===== src/rtl/parity_frame_sequencer.sv =====
// ---------------------------------------------------------------------------
// parity_frame_sequencer
//
// Takes a parallel word over a valid/ready handshake and sends it LSB-first
// on a single serial line. Each frame is a start bit (0), DATA_W data bits,
// one parity bit and a stop bit (1). Every serial bit is held for
// CLKS_PER_BIT clock cycles.
//
// Parameters:
//   DATA_W        data bits per frame (>= 1)
//   CLKS_PER_BIT  clock cycles each serial bit is held (>= 1)
//   ODD           0 = even parity, 1 = odd parity
//
// Ports:
//   clk         rising-edge clock
//   rst         asynchronous, active-high reset
//   data_in     word to transmit, sampled only on the accepting edge
//   valid       producer offers data_in
//   ready       high only in IDLE; a word is accepted on valid && ready
//   sout        serial line, idles high
//   busy        high in every state other than IDLE
//   done        one-cycle pulse in the first IDLE cycle after a frame
//   parity_out  parity bit of the most recently transmitted frame
// ---------------------------------------------------------------------------
module parity_frame_sequencer #(
    parameter int DATA_W       = 8,
    parameter int CLKS_PER_BIT = 1,
    parameter int ODD          = 0
) (
    input  logic              clk,
    input  logic              rst,
    input  logic [DATA_W-1:0] data_in,
    input  logic              valid,
    output logic              ready,
    output logic              sout,
    output logic              busy,
    output logic              done,
    output logic              parity_out
);

    // A divider of width 1 is kept even when CLKS_PER_BIT is 1; it then
    // simply stays at zero and every cycle counts as a wrap.
    localparam int DIV_W = (CLKS_PER_BIT > 1) ? $clog2(CLKS_PER_BIT) : 1;
    localparam int CNT_W = (DATA_W > 1) ? $clog2(DATA_W) : 1;

    localparam logic [DIV_W-1:0] DIV_MAX  = DIV_W'(CLKS_PER_BIT - 1);
    localparam logic [CNT_W-1:0] LAST_BIT = CNT_W'(DATA_W - 1);
    localparam logic             ODD_BIT  = (ODD != 0);

    typedef enum logic [2:0] {
        IDLE,
        START,
        DATA,
        PARITY,
        STOP
    } state_t;

    state_t             state_q, state_d;
    logic [DATA_W-1:0]  shift_q, shift_d;
    logic [CNT_W-1:0]   bitcnt_q, bitcnt_d;
    logic [DIV_W-1:0]   div_q, div_d;
    logic               acc_q, acc_d;
    logic               parity_q, parity_d;
    logic               done_q, done_d;
    logic               wrap;

    // Last cycle of the current bit period; all state and bit changes
    // happen only here.
    assign wrap = (div_q == DIV_MAX);

    // State register and datapath registers. Reset returns the line to idle
    // immediately and throws away any word in flight.
    always_ff @(posedge clk or posedge rst) begin
        if (rst) begin
            state_q  <= IDLE;
            shift_q  <= '0;
            bitcnt_q <= '0;
            div_q    <= '0;
            acc_q    <= 1'b0;
            parity_q <= 1'b0;
            done_q   <= 1'b0;
        end else begin
            state_q  <= state_d;
            shift_q  <= shift_d;
            bitcnt_q <= bitcnt_d;
            div_q    <= div_d;
            acc_q    <= acc_d;
            parity_q <= parity_d;
            done_q   <= done_d;
        end
    end

    // Next-state logic. The divider free-runs while a frame is active and
    // is pinned to zero in IDLE so every frame starts on a fresh period.
    always_comb begin
        state_d  = state_q;
        shift_d  = shift_q;
        bitcnt_d = bitcnt_q;
        div_d    = div_q;
        acc_d    = acc_q;
        parity_d = parity_q;
        done_d   = 1'b0;

        if (state_q != IDLE) begin
            div_d = wrap ? '0 : div_q + DIV_W'(1);
        end

        case (state_q)
            IDLE: begin
                if (valid) begin
                    shift_d  = data_in;
                    acc_d    = 1'b0;
                    bitcnt_d = '0;
                    div_d    = '0;
                    state_d  = START;
                end
            end
            START: begin
                if (wrap) begin
                    state_d = DATA;
                end
            end
            DATA: begin
                if (wrap) begin
                    acc_d   = acc_q ^ shift_q[0];
                    shift_d = shift_q >> 1;
                    if (bitcnt_q == LAST_BIT) begin
                        // The last data bit folds into the parity on the same
                        // edge that enters PARITY, so use the updated value.
                        bitcnt_d = '0;
                        parity_d = acc_q ^ shift_q[0] ^ ODD_BIT;
                        state_d  = PARITY;
                    end else begin
                        bitcnt_d = bitcnt_q + CNT_W'(1);
                    end
                end
            end
            PARITY: begin
                if (wrap) begin
                    state_d = STOP;
                end
            end
            STOP: begin
                if (wrap) begin
                    done_d  = 1'b1;
                    state_d = IDLE;
                end
            end
            default: begin
                state_d = IDLE;
            end
        endcase
    end

    // Serial line is decoded from registered state only, so valid never
    // reaches sout combinationally.
    always_comb begin
        sout = 1'b1;
        case (state_q)
            START:   sout = 1'b0;
            DATA:    sout = shift_q[0];
            PARITY:  sout = acc_q ^ ODD_BIT;
            default: sout = 1'b1;
        endcase
    end

    assign ready      = (state_q == IDLE);
    assign busy       = (state_q != IDLE);
    assign done       = done_q;
    assign parity_out = parity_q;

endmodule


===== config.mk =====
export PLATFORM = sky130hd
export DESIGN_NAME = parity_frame_sequencer
export DESIGN_NICKNAME = d
export VERILOG_FILES = /design/src/rtl/parity_frame_sequencer.sv
export SDC_FILE = /design/constraint.sdc
export NUM_CORES = 1
export LEC_CHECK = 0
export ABC_AREA = 1
export BUFFER_PORTS_ARGS = -buffer_cell sky130_fd_sc_hd__buf_2
export CAP_MARGIN = 20
export CORE_ASPECT_RATIO = 2
export CORE_UTILIZATION = 40
export DETAILED_ROUTE_END_ITERATION = 8
export SKIP_CTS_REPAIR_TIMING = 1
export SLEW_MARGIN = 5
export SYNTH_ARGS = -nofsm -noshare
export SYNTH_HDL_FRONTEND = slang
export SYNTH_SLANG_ARGS = --single-unit

===== constraint.sdc =====
create_clock -name clk -period 2.85 [get_ports clk]
set_input_delay 0.1425 -clock clk [delete_from_list [all_inputs] [get_ports clk]]
set_output_delay 0.1425 -clock clk [all_outputs]
set_load 0.005 [all_outputs]

# After elaboration in Yosys (flattened, before gate mapping)
# Cells that the tools add are included.
[op_classes]
add_sub_neg = 2
n_eq_ne = 11
muxes = 24
n_bitwise = 2
reduce_logical = 6
[ops]
columns = ["op", "n"]
rows = [
  ["2-to-1 mux 3 bit", 9],
  ["2-to-1 mux 8 bit", 2],
  ["one-hot mux 8 bit (2 select lines)", 1],
  ["one-hot mux 3 bit (5 select lines)", 1],
  ["inequality test 2 bit (second input constant)", 6],
  ["2-to-1 mux 1 bit", 8],
  ["== test 3 x 2 -> 1 bit (second input constant)", 2],
  ["== test 3 bit (second input constant)", 2],
  ["one-hot mux 3 bit (2 select lines)", 1],
  ["AND reduction 3 bit", 2],
  ["AND reduction 6 bit", 1],
  ["adder 3 x 1 -> 3 bit (second input constant)", 1],
  ["== test 3 x 1 -> 1 bit (second input constant)", 1],
  ["zero test 3 bit", 1],
  ["one-hot mux 1 bit (3 select lines)", 1],
  ["nonzero test 3 bit", 1],
  ["one-hot mux 1 bit (2 select lines)", 1],
  ["nonzero test 2 bit", 1],
  ["adder 1 bit (second input constant)", 1],
  ["NOT 1 bit", 1],
  ["bitwise XOR 1 bit", 1],
]
[word_totals]
register_bits = 18
inputBits = 11
word_cells = 52

# Depth between registers and ports, before layout
# Gate-level depths: netlist of the first run.
[logic_depth]
ltp_word = 5
depth_mapped = 8

# Worst setup path after synthesis of the first run
# Ideal clock, no wire load.
[synth_path]
kind = "register to register"
from = "register state_q[0]"
to = "register shift_q[1]"
setup_time_ns = 0.074
t_arrival_ns = 1.152
slack_ns = 1.625
stages_incl_launch_ff = 7
path_cell_list = "dfrtp_1 -> nor2_1 -> nand2_1 -> buf_4 -> o21ai_0 -> nand2_2 -> o21ai_2"
[synth_via]
elab_chain_len = 3
[synth_rtl]
columns = ["element", "line_no", "source"]
rows = [
  ["start, declared", "58", "state_t state_q, state_d;"],
  ["start signal, assigned", "83", "state_q <= state_d;"],
  ["== test 3 x 2 -> 1 bit / zero test 3 bit (equally long branches)", "108", "case (state_q)"],
  ["inequality test 2 bit (no source line) / nonzero test 2 bit (equally long branches)", "n/a", ""],
  ["AND reduction 3 bit (no source line)", "n/a", ""],
  ["end signal, assigned", "84", "shift_q <= shift_d;"],
  ["end, declared", "59", "logic [DATA_W-1:0] shift_q, shift_d;"],
]
# Several ways; a longest one is shown, not always the timed one.
# A chain may end at the register's enable or synchronous reset.

# Final worst setup path of the first run
[layout_path]
from = "register state_q[0]"
to = "register shift_q[0]"
# The elaborated chain is that of the path after synthesis.

==> run metrics, run 1 <==
Final Hold Fails=18; Syn Inst Count=116; Max Buffers Root-to-Sink=2; fin. max-slew vios=0; clock-pin slew on the worst setup and hold paths=0.07 ns; r2r worst-path depth=5; via count=786; M1 GR Usage=0.185; die height=74.1 microns; startpoint types=register; DRC Markers=0; synth unique cells=19; post-route ant nets=0; # rows=25; Peak VDD IR=0.424 mV; CP required=3.03 ns; largest net degree at the start of global routing=22; LEAKAGE=0.000609 uW; FF+latch count, synth=18; Tmin final=1.48 ns; H-tree Lvls=1; Initial Util=0.432; CTS tree=done; worst-path maximum fanout=21; share of layout cells above drive strength 1=0.333; worst slew pin tran=0.681 ns; final core occ=0.481; crit path DAT=1.67 ns; worst r2r dst=shift_q[0]$_DFFE_PP0P_; first-pass GRT wire length=3210 microns; pwr/cell area=1070 nW/um^2; die area=2820 sq um; total CTS buffers=3; Syn Area/Cell=8.97 sq um; Worst Skew=0.00135 ns; antenna violations before repair=0; grt peak-use layer=met2; total global routing overflow=0; Layout area overhead=11.2%; status=finished, violations left; syn_nets=129; number of port buffers=15; worst r2r src=state_q[0]$_DFFE_PP0P_; share of the synthesized area in the top cell type=0.433; fin nets=146; first-pass iteration count of the detailed router=4; met3 Resource Use GR=0.0179; met2 Track Usage GR=0.279; synthesized area=1040 sq um; Critical path destination=shift_q[0]$_DFFE_PP0P_; HP Class=input pin to asynchronous set/reset pin; via/cell ratio=4.94; setup TNS=0 ns; FF-to-FF setup slack=1.37 ns; clk_lat worst skew=0.26 ns; IO Pins=16; Total GRT Usage=0.166; clock sinks=18; # setup viols final=0; post-DP HPWL=1410 microns; vias in the first global route=753; CTS root buf=clkbuf_8; Worst Path Class, Setup=register to register; Rel. slew slack=0.546; worst setup path startpoint=state_q[0]$_DFFE_PP0P_; number of synthesis warnings=0; hold slack=-0.0232 ns; register area share after synthesis=0.433; final antenna diode count=0; ranking of synthesized cells by area=dfrtp_1 43%, nand2_1 8.3%, o21ai_2 6.7%; per-cell routed wire length=11.5 microns; fin crit share=0.521; unrepaired setup endpoints after global routing=false; Peak Freq=673 MHz; drt initial violations=17; Crit. End Element=register; Die X-Extent=38.1 microns; Core ar.=2410 sq um; final WL=1840 microns; failing checks=hold timing; GPL Wtd Cong=0.734; area leader, netlist=dfrtp_1; Max Cap Viol=0
## area by class of cell
class                      instances  area [sq um]
multi-input combinational         78           479
sequential                        18           450
inverter                          17          63.8
tap                               27          33.8
clock buffer                       4          55.1
fill                             232          1250
timing repair buffer              15          75.1
## layout by cell type, fill, tap and decap left out, types with 2 or more instances in the layout
| master | synthesis | final |
|---|---|---|
| nand2_1 | 23 | 23 |
| dfrtp_1 | 18 | 18 |
| inv_1 | 15 | 15 |
| buf_2 | 0 | 15 |
| o21ai_0 | 10 | 10 |
| o21ai_2 | 8 | 8 |
| nand3_1 | 7 | 7 |
| nand2_2 | 6 | 6 |
| nor2_1 | 5 | 5 |
| nand3_2 | 5 | 5 |
| nand4_1 | 5 | 5 |
| clkbuf_8 | 0 | 4 |
| nand2_4 | 3 | 3 |
| inv_2 | 2 | 2 |
| ha_1 | 2 | 2 |
## cells by family after synthesis
| logic type | share of synthesized area |
|---|---|
| flip-flops | 0.433 |
| XOR/XNOR | 0.00841 |
| AO/OA/AOI/OAI | 0.120 |
| buffers and inverters | 0.107 |
| adder cells (fa/ha/maj) | 0.0240 |
| AND/OR/NAND/NOR | 0.308 |
## worst max-delay path: stages, from the launching register on
cell	delay, ns
dfrtp_1	0.45
nor2_1	0.18
nand3_1	0.24
nand2_4	0.35
nor2_1	0.07
a21oi_1	0.12
## registers in the layout (all words and copies together), names as in the netlist
| name | count |
|---|---|
| acc_q | 1 |
| bitcnt_q | 3 |
| state_q | 3 |
| parity_out | 1 |
| div_q | 1 |
| done | 1 |
| shift_q | 8 |
## cells in the mapped netlist, drive strengths merged
| cell | number |
|---|---|
| nand2 | 32 |
| ha | 2 |
| a21oi | 1 |
| nand4 | 5 |
| inv | 17 |
| nand3b | 1 |
| xor2 | 1 |
| nor2 | 6 |
| buf | 3 |
| o21ai | 18 |
| nand3 | 12 |
| dfrtp | 18 |
## worst min-delay path by stage
stage / slack, ns / to / startpoint / cells past startpoint
2_1_floorplan: 0.08 / acc_q$_DFFE_PP0P_ / rst / 1
3_3_place_gp: 0.29 / state_q[1]$_DFFE_PP0P_ / rst / 2
3_5_place_dp: 0.29 / shift_q[3]$_DFFE_PP0P_ / rst / 2
4_1_cts: 0.01 / shift_q[2]$_DFFE_PP0P_ / rst / 2
5_1_grt: 0.05 / shift_q[7]$_DFFE_PP0P_ / rst / 2
6_report: -0.02 / state_q[1]$_DFFE_PP0P_ / rst / 2
## routing by layer
metal	up-vias	share of wire
li1	406	-
met1	350	0.39
met2	26	0.54
met3	4	0.041
met4	0	0.030
met5	-	0
## stage by stage
stage          total power (uW)  instances  area [sq um]  setup slack, ns
2_1_floorplan               998        116          1040             1.62
3_3_place_gp               1020        155          1100             1.43
3_5_place_dp               1040        155          1100             1.37
4_1_cts                    1260        159          1160             1.35
5_1_grt                    1360        159          1160             1.20
6_report                   1240        159          1160             1.37
## where the power goes
group          internal, uW  switching, uW
registers               350           61.2
logic                   217            401
clock network           123           88.2
total                   689            551
Power figures use the tool's default switching activity.
==> run 2, diff against run 1 <==
- clock period: 2.85 -> 1.5 ns (I/O delays scaled with it)
==> run metrics, run 2 (synthesis gave the netlist of run 1 again) <==
via count=833 (+6.0%); r2r worst-path depth=5 (unchanged); fin crit share=0.925; CP required=1.42 ns (-1.61 ns); internal power=1370 uW (+99%); status=completed; drt initial violations=11 (-6); power share of the clock group=0.161 (-0.009); total global routing overflow=0 (unchanged); first-pass GRT wire length=3460 microns (+7.7%); worst slew pin tran=0.710 ns (+0.0295 ns); worst r2r src=state_q[0]$_DFFE_PP0P_; fin nets=151 (+3.4%); Top reg by flops=shift_q; HP Class=input pin to register; total CTS buffers=3 (unchanged); DRC Markers=0 (unchanged); CTS tree=done; Critical path destination=sout; switch share=0.448 (+0.00361); LEAKAGE=0.000636 uW (+4.4%); post-route ant nets=0 (unchanged); H-tree Lvls=1 (unchanged); Tmin final=1.39 ns; Total GRT Usage=0.169 (+0.00327); vias in the first global route=854 (+13%); via/cell ratio=5.08 (+2.7%); clk_lat worst skew=0.25 ns (about the same); hold slack=0.0532 ns (+0.0764 ns); # rows=25 (unchanged); setup TNS=0 ns (unchanged); min-delay src=data_in[7]; final WL=2040 microns (+11%); sw power=1110 uW (+100%); fin. max-slew vios=0 (unchanged); Max Cap Viol=0 (unchanged); startpoint types=register; # setup viols final=0 (unchanged); final antenna diode count=0 (unchanged); die area=2820 sq um (unchanged); FF-to-FF setup slack=0.15 ns (-1.22 ns); Peak Freq=721 MHz; DP Cell Count=158 (+1.9%); Worst Skew=0.00126 ns (-0.0000874 ns); cells along the critical path=buf_4 > o21ai_0 > nand3b_1 > buf_2; Final Hold Fails=0 (-18); worst-path maximum fanout=5 (-76%); Max Buffers Root-to-Sink=2 (unchanged); share of layout cells above drive strength 1=0.365 (+0.0316); clock-pin slew on the worst setup and hold paths=0.07 ns (about the same); Crit path largest cell delay=0.41 ns (-0.04 ns); antenna violations before repair=0 (unchanged); IO Pins=16 (unchanged); Slowest-stage cell, CP=dfrtp_1; Flop pwr share=0.311 (-0.020); unrepaired setup endpoints after global routing=false; Core ar.=2410 sq um (unchanged); Crit. End Element=output pin; per-cell routed wire length=12.4 microns (+7.6%); Die X-Extent=38.1 microns (unchanged); CTS root buf=clkbuf_8; worst setup path startpoint=state_q[1]$_DFFE_PP0P_; Finished Layout Cells=164 (+3.1%); pwr/cell area=2040 nW/um^2 (+91%); number of port buffers=15 (unchanged); commonest non-fill, non-tap cell in the layout=nand2_1; Worst Path Class, Setup=register to output pin; first-pass iteration count of the detailed router=4 (unchanged); most frequent cells in the layout=23 x nand2_1, 18 x dfrtp_1, 15 x buf_2, 14 x inv_1, 10 x o21ai_0; max reg flops=8 (unchanged); post-DP HPWL=1510 microns (+7.1%); Peak VDD IR=1.19 mV (+180%); GPL Wtd Cong=0.720 (-1.8%); Rel. slew slack=0.526 (-0.0197); largest net degree at the start of global routing=22 (unchanged); Combinational Power Share=0.528 (+0.030); Regs by FF count=shift_q x8, bitcnt_q x3, state_q x3; Initial Util=0.432 (unchanged); die height=74.1 microns (unchanged); crit path DAT=1.31 ns (-0.36 ns); clock sinks=18 (unchanged); Design Power=2480 uW (+100%); worst r2r dst=shift_q[3]$_DFFE_PP0P_; Layout area overhead=16.7%
-- run 2: cell types whose count changed in the layout (fill, tap and decap cells not counted), sizes merged --
cell / previous run / this run
buf: 15 / 18
dlygate4sd3: 0 / 1
nand2: 32 / 33
-- run 2: layout make-up --
cell class,instances,area [sq um]
clock buffers,4,55.1
flip-flops and latches,18,450
repair buffers,19,108
well taps,27,33.8
inverters,17,63.8
multi-input cells,79,504
fillers,223,1190
-- run 2: power groups by stage --
stage | combinational, uW | clock, uW | sequential (uW)
floorplan | 1130 | 0 | 761
finish | 1310 | 400 | 771
CTS | 1240 | 411 | 768
global route | 1500 | 419 | 790
global placement | 1220 | 0 | 775
detailed placement | 1240 | 0 | 778
-- run 2: worst max-delay path, delay by kind of cell, from the launching register on --
kind | cells | cell delay, ns
AO/OA/AOI/OAI | 1 | 0.24
AND/OR/NAND/NOR | 1 | 0.14
buffers and inverters | 2 | 0.27
flip-flops | 1 | 0.41
-- run 2: per-stage QoR --
step	util	setup slack, ns	instance area (sq um)
2_1_floorplan	-	0.275	1040
3_3_place_gp	0.467	0.0787	1120
3_5_place_dp	0.467	0.0513	1120
4_1_cts	0.490	0.0352	1180
5_1_grt	0.504	0.00147	1210
6_report	0.504	0.113	1210
-- run 2: worst min-delay path by stage --
stage | to | slack, ns | cells past startpoint
floorplan | acc_q$_DFFE_PP0P_ | 0.01 | 1
global placement | shift_q[3]$_DFFE_PP0P_ | 0.22 | 2
detailed placement | div_q$_DFF_PP0_ | 0.22 | 2
CTS | div_q$_DFF_PP0_ | -0.06 | 2
global route | shift_q[7]$_DFFE_PP0P_ | 0.07 | 3
finish | shift_q[7]$_DFFE_PP0P_ | 0.05 | 3
-- run 2: routing by layer --
layer	up-vias	track usage	wire length [microns]
met5	-	0	0
met4	0	0.0873	21
met3	2	0.0209	49
met2	15	0.309	1200
met1	400	0.178	762
li1	416	-	-
==> run 3, diff against run 2 <==
- CORE_ASPECT_RATIO: 2 -> not set
- CORE_UTILIZATION: 40 -> 54
- PLACE_DENSITY: not set -> 0.76
==> run metrics, run 3 (synthesis gave the netlist of run 1 again) <==
status=completed; pwr/cell area=1950 nW/um^2 (-4.6%); Rel. slew slack=0.529 (+0.00342); Crit path buffers/inverters=2 (unchanged); first-pass iteration count of the detailed router=4 (unchanged); worst setup path startpoint=state_q[1]$_DFFE_PP0P_; register area=452 sq um (+0.28%); worst-path maximum fanout=5 (unchanged); clock-pin slew on the worst setup and hold paths=0.10 ns (+0.03 ns); clock sinks=18 (unchanged); Initial Util=0.590 (+0.158); Regs by FF count=shift_q x8, bitcnt_q x3, state_q x3; final WL=1670 microns (-18%); GPL Wtd Cong=0.831 (+15%); unrepaired setup endpoints after global routing=false; Max Cap Viol=0 (unchanged); die height=45.9 microns (-38%); Worst Path Class, Setup=register to output pin; per-cell routed wire length=10.4 microns (-16%); LEAKAGE=0.000617 uW (-3.0%); Crit. End Element=output pin; final antenna diode count=0 (unchanged); clk_lat worst skew=0.28 ns (+0.03 ns); max reg flops=8 (unchanged); Total GRT Usage=0.187 (+0.0178); worst r2r dst=bitcnt_q[0]$_DFFE_PP0P_; share of layout cells above drive strength 1=0.378 (+0.0128); startpoint types=register; FILL cells=177 (-21%); H-tree Lvls=1 (unchanged); # rows=15 (-40%); fin crit share=0.937 (+0.0126); critical path's top delay family=flip-flops; # setup viols final=0 (unchanged); fin. max-slew vios=0 (unchanged); Peak Freq=711 MHz (-1.3%); CTS tree=done; worst r2r src=bitcnt_q[0]$_DFFE_PP0P_; Crit path depth=4 (unchanged); cells along the critical path=buf_4 > o21ai_0 > nand3b_1 > buf_2; number of port buffers=15 (unchanged); Peak VDD IR=1.22 mV (+2.2%); via count=806 (-3.2%); post-route ant nets=0 (unchanged); largest net degree at the start of global routing=22 (unchanged); via/cell ratio=5.04 (-0.82%); CP required=1.42 ns (about the same); r2r worst-path depth=7 (+2); first-pass GRT wire length=2850 microns (-18%); DRC Markers=0 (unchanged); setup TNS=0 ns (unchanged); footprint of the multi-input gates=498 sq um (-1.2%); hold path depth=3 (unchanged); drt initial violations=14 (+3); worst slew pin tran=0.705 ns (-0.00512 ns); Final Hold Fails=0 (unchanged); Top reg by flops=shift_q; fin nets=149 (-1.3%); final core occ=0.670 (+0.165); Critical path destination=sout; total CTS buffers=3 (unchanged); total global routing overflow=0 (unchanged); die area=2110 sq um (-25%); vias in the first global route=704 (-18%); CTS root buf=clkbuf_4; crit path DAT=1.33 ns (+0.02 ns); most frequent cells in the layout=22 x nand2_1, 17 x dfrtp_1, 15 x buf_2, 14 x inv_1, 10 x o21ai_0; Worst Skew=0.000968 ns (-0.000294 ns); Max Buffers Root-to-Sink=2 (unchanged); Tmin final=1.41 ns (+0.0189 ns); Layout area overhead=13.5%; commonest non-fill, non-tap cell in the layout=nand2_1; IO Pins=16 (unchanged); Crit path largest cell delay=0.44 ns (+0.03 ns); Slowest-stage cell, CP=dfrtp_1; FF-to-FF setup slack=0.19 ns (+0.04 ns); Core ar.=1760 sq um (-27%); Die X-Extent=45.9 microns (+21%); antenna violations before repair=0 (unchanged); post-DP HPWL=1290 microns (-15%); HP Class=input pin to register
==> run 3: worst min path at each step <==
stage                                         to        from  slack (ns)
final                     shift_q[7]$_DFFE_PP0P_  data_in[7]        0.02
after global routing      shift_q[7]$_DFFE_PP0P_  data_in[7]        0.02
after CTS                 shift_q[6]$_DFFE_PP0P_         rst       -0.10
after detailed placement          done$_DFF_PP0_         rst        0.22
after global placement            done$_DFF_PP0_         rst        0.21
after floorplan                acc_q$_DFFE_PP0P_         rst        0.01
==> run 3: power breakdown <==
group          leakage, uW  switching, uW  total [uW]  internal, uW
clock            0.0000210            150         297           148
sequential        0.000231            109         775           666
combinational     0.000364            781        1230           451
==> run 3: metal layers <==
layer  track usage  wire length (microns)  vias up
met5             0                      0        -
met4         0.100                     39        0
met3        0.0278                     60        6
met2         0.270                    748       19
met1         0.267                    820      367
li1              -                      -      414
==> run 3: per-stage QoR <==
| step | setup WS (ns) | total power [uW] | instance area (sq um) | cells | hold slack [ns] |
|---|---|---|---|---|---|
| 5_1_grt | 0.0149 | 2520 | 1180 | 160 | 0.0231 |
| 3_3_place_gp | 0.0898 | 1940 | 1110 | 155 | 0.212 |
| 3_5_place_dp | 0.0464 | 1970 | 1110 | 155 | 0.217 |
| 6_report | 0.0938 | 2300 | 1180 | 160 | 0.0157 |
| 2_1_floorplan | 0.275 | 1900 | 1040 | 116 | 0.0136 |
| 4_1_cts | 0.0171 | 2270 | 1150 | 159 | -0.104 |
==> run 3: layout make-up <==
class,count,area share
inverters,17,0.0540
flip-flops and latches,18,0.382
multi-input cells,78,0.422
well taps,25,0.0265
repair buffers,18,0.0847
clock buffers,4,0.0307
==> run 3: worst reg2reg max path: stages, from the launching register on <==
cell and delay, ns:
dfrtp_1 0.40, ha_1 0.21, ha_1 0.20, inv_1 0.07, nand2_1 0.11, inv_1 0.12
nand3_2 0.08, o21ai_2 0.06
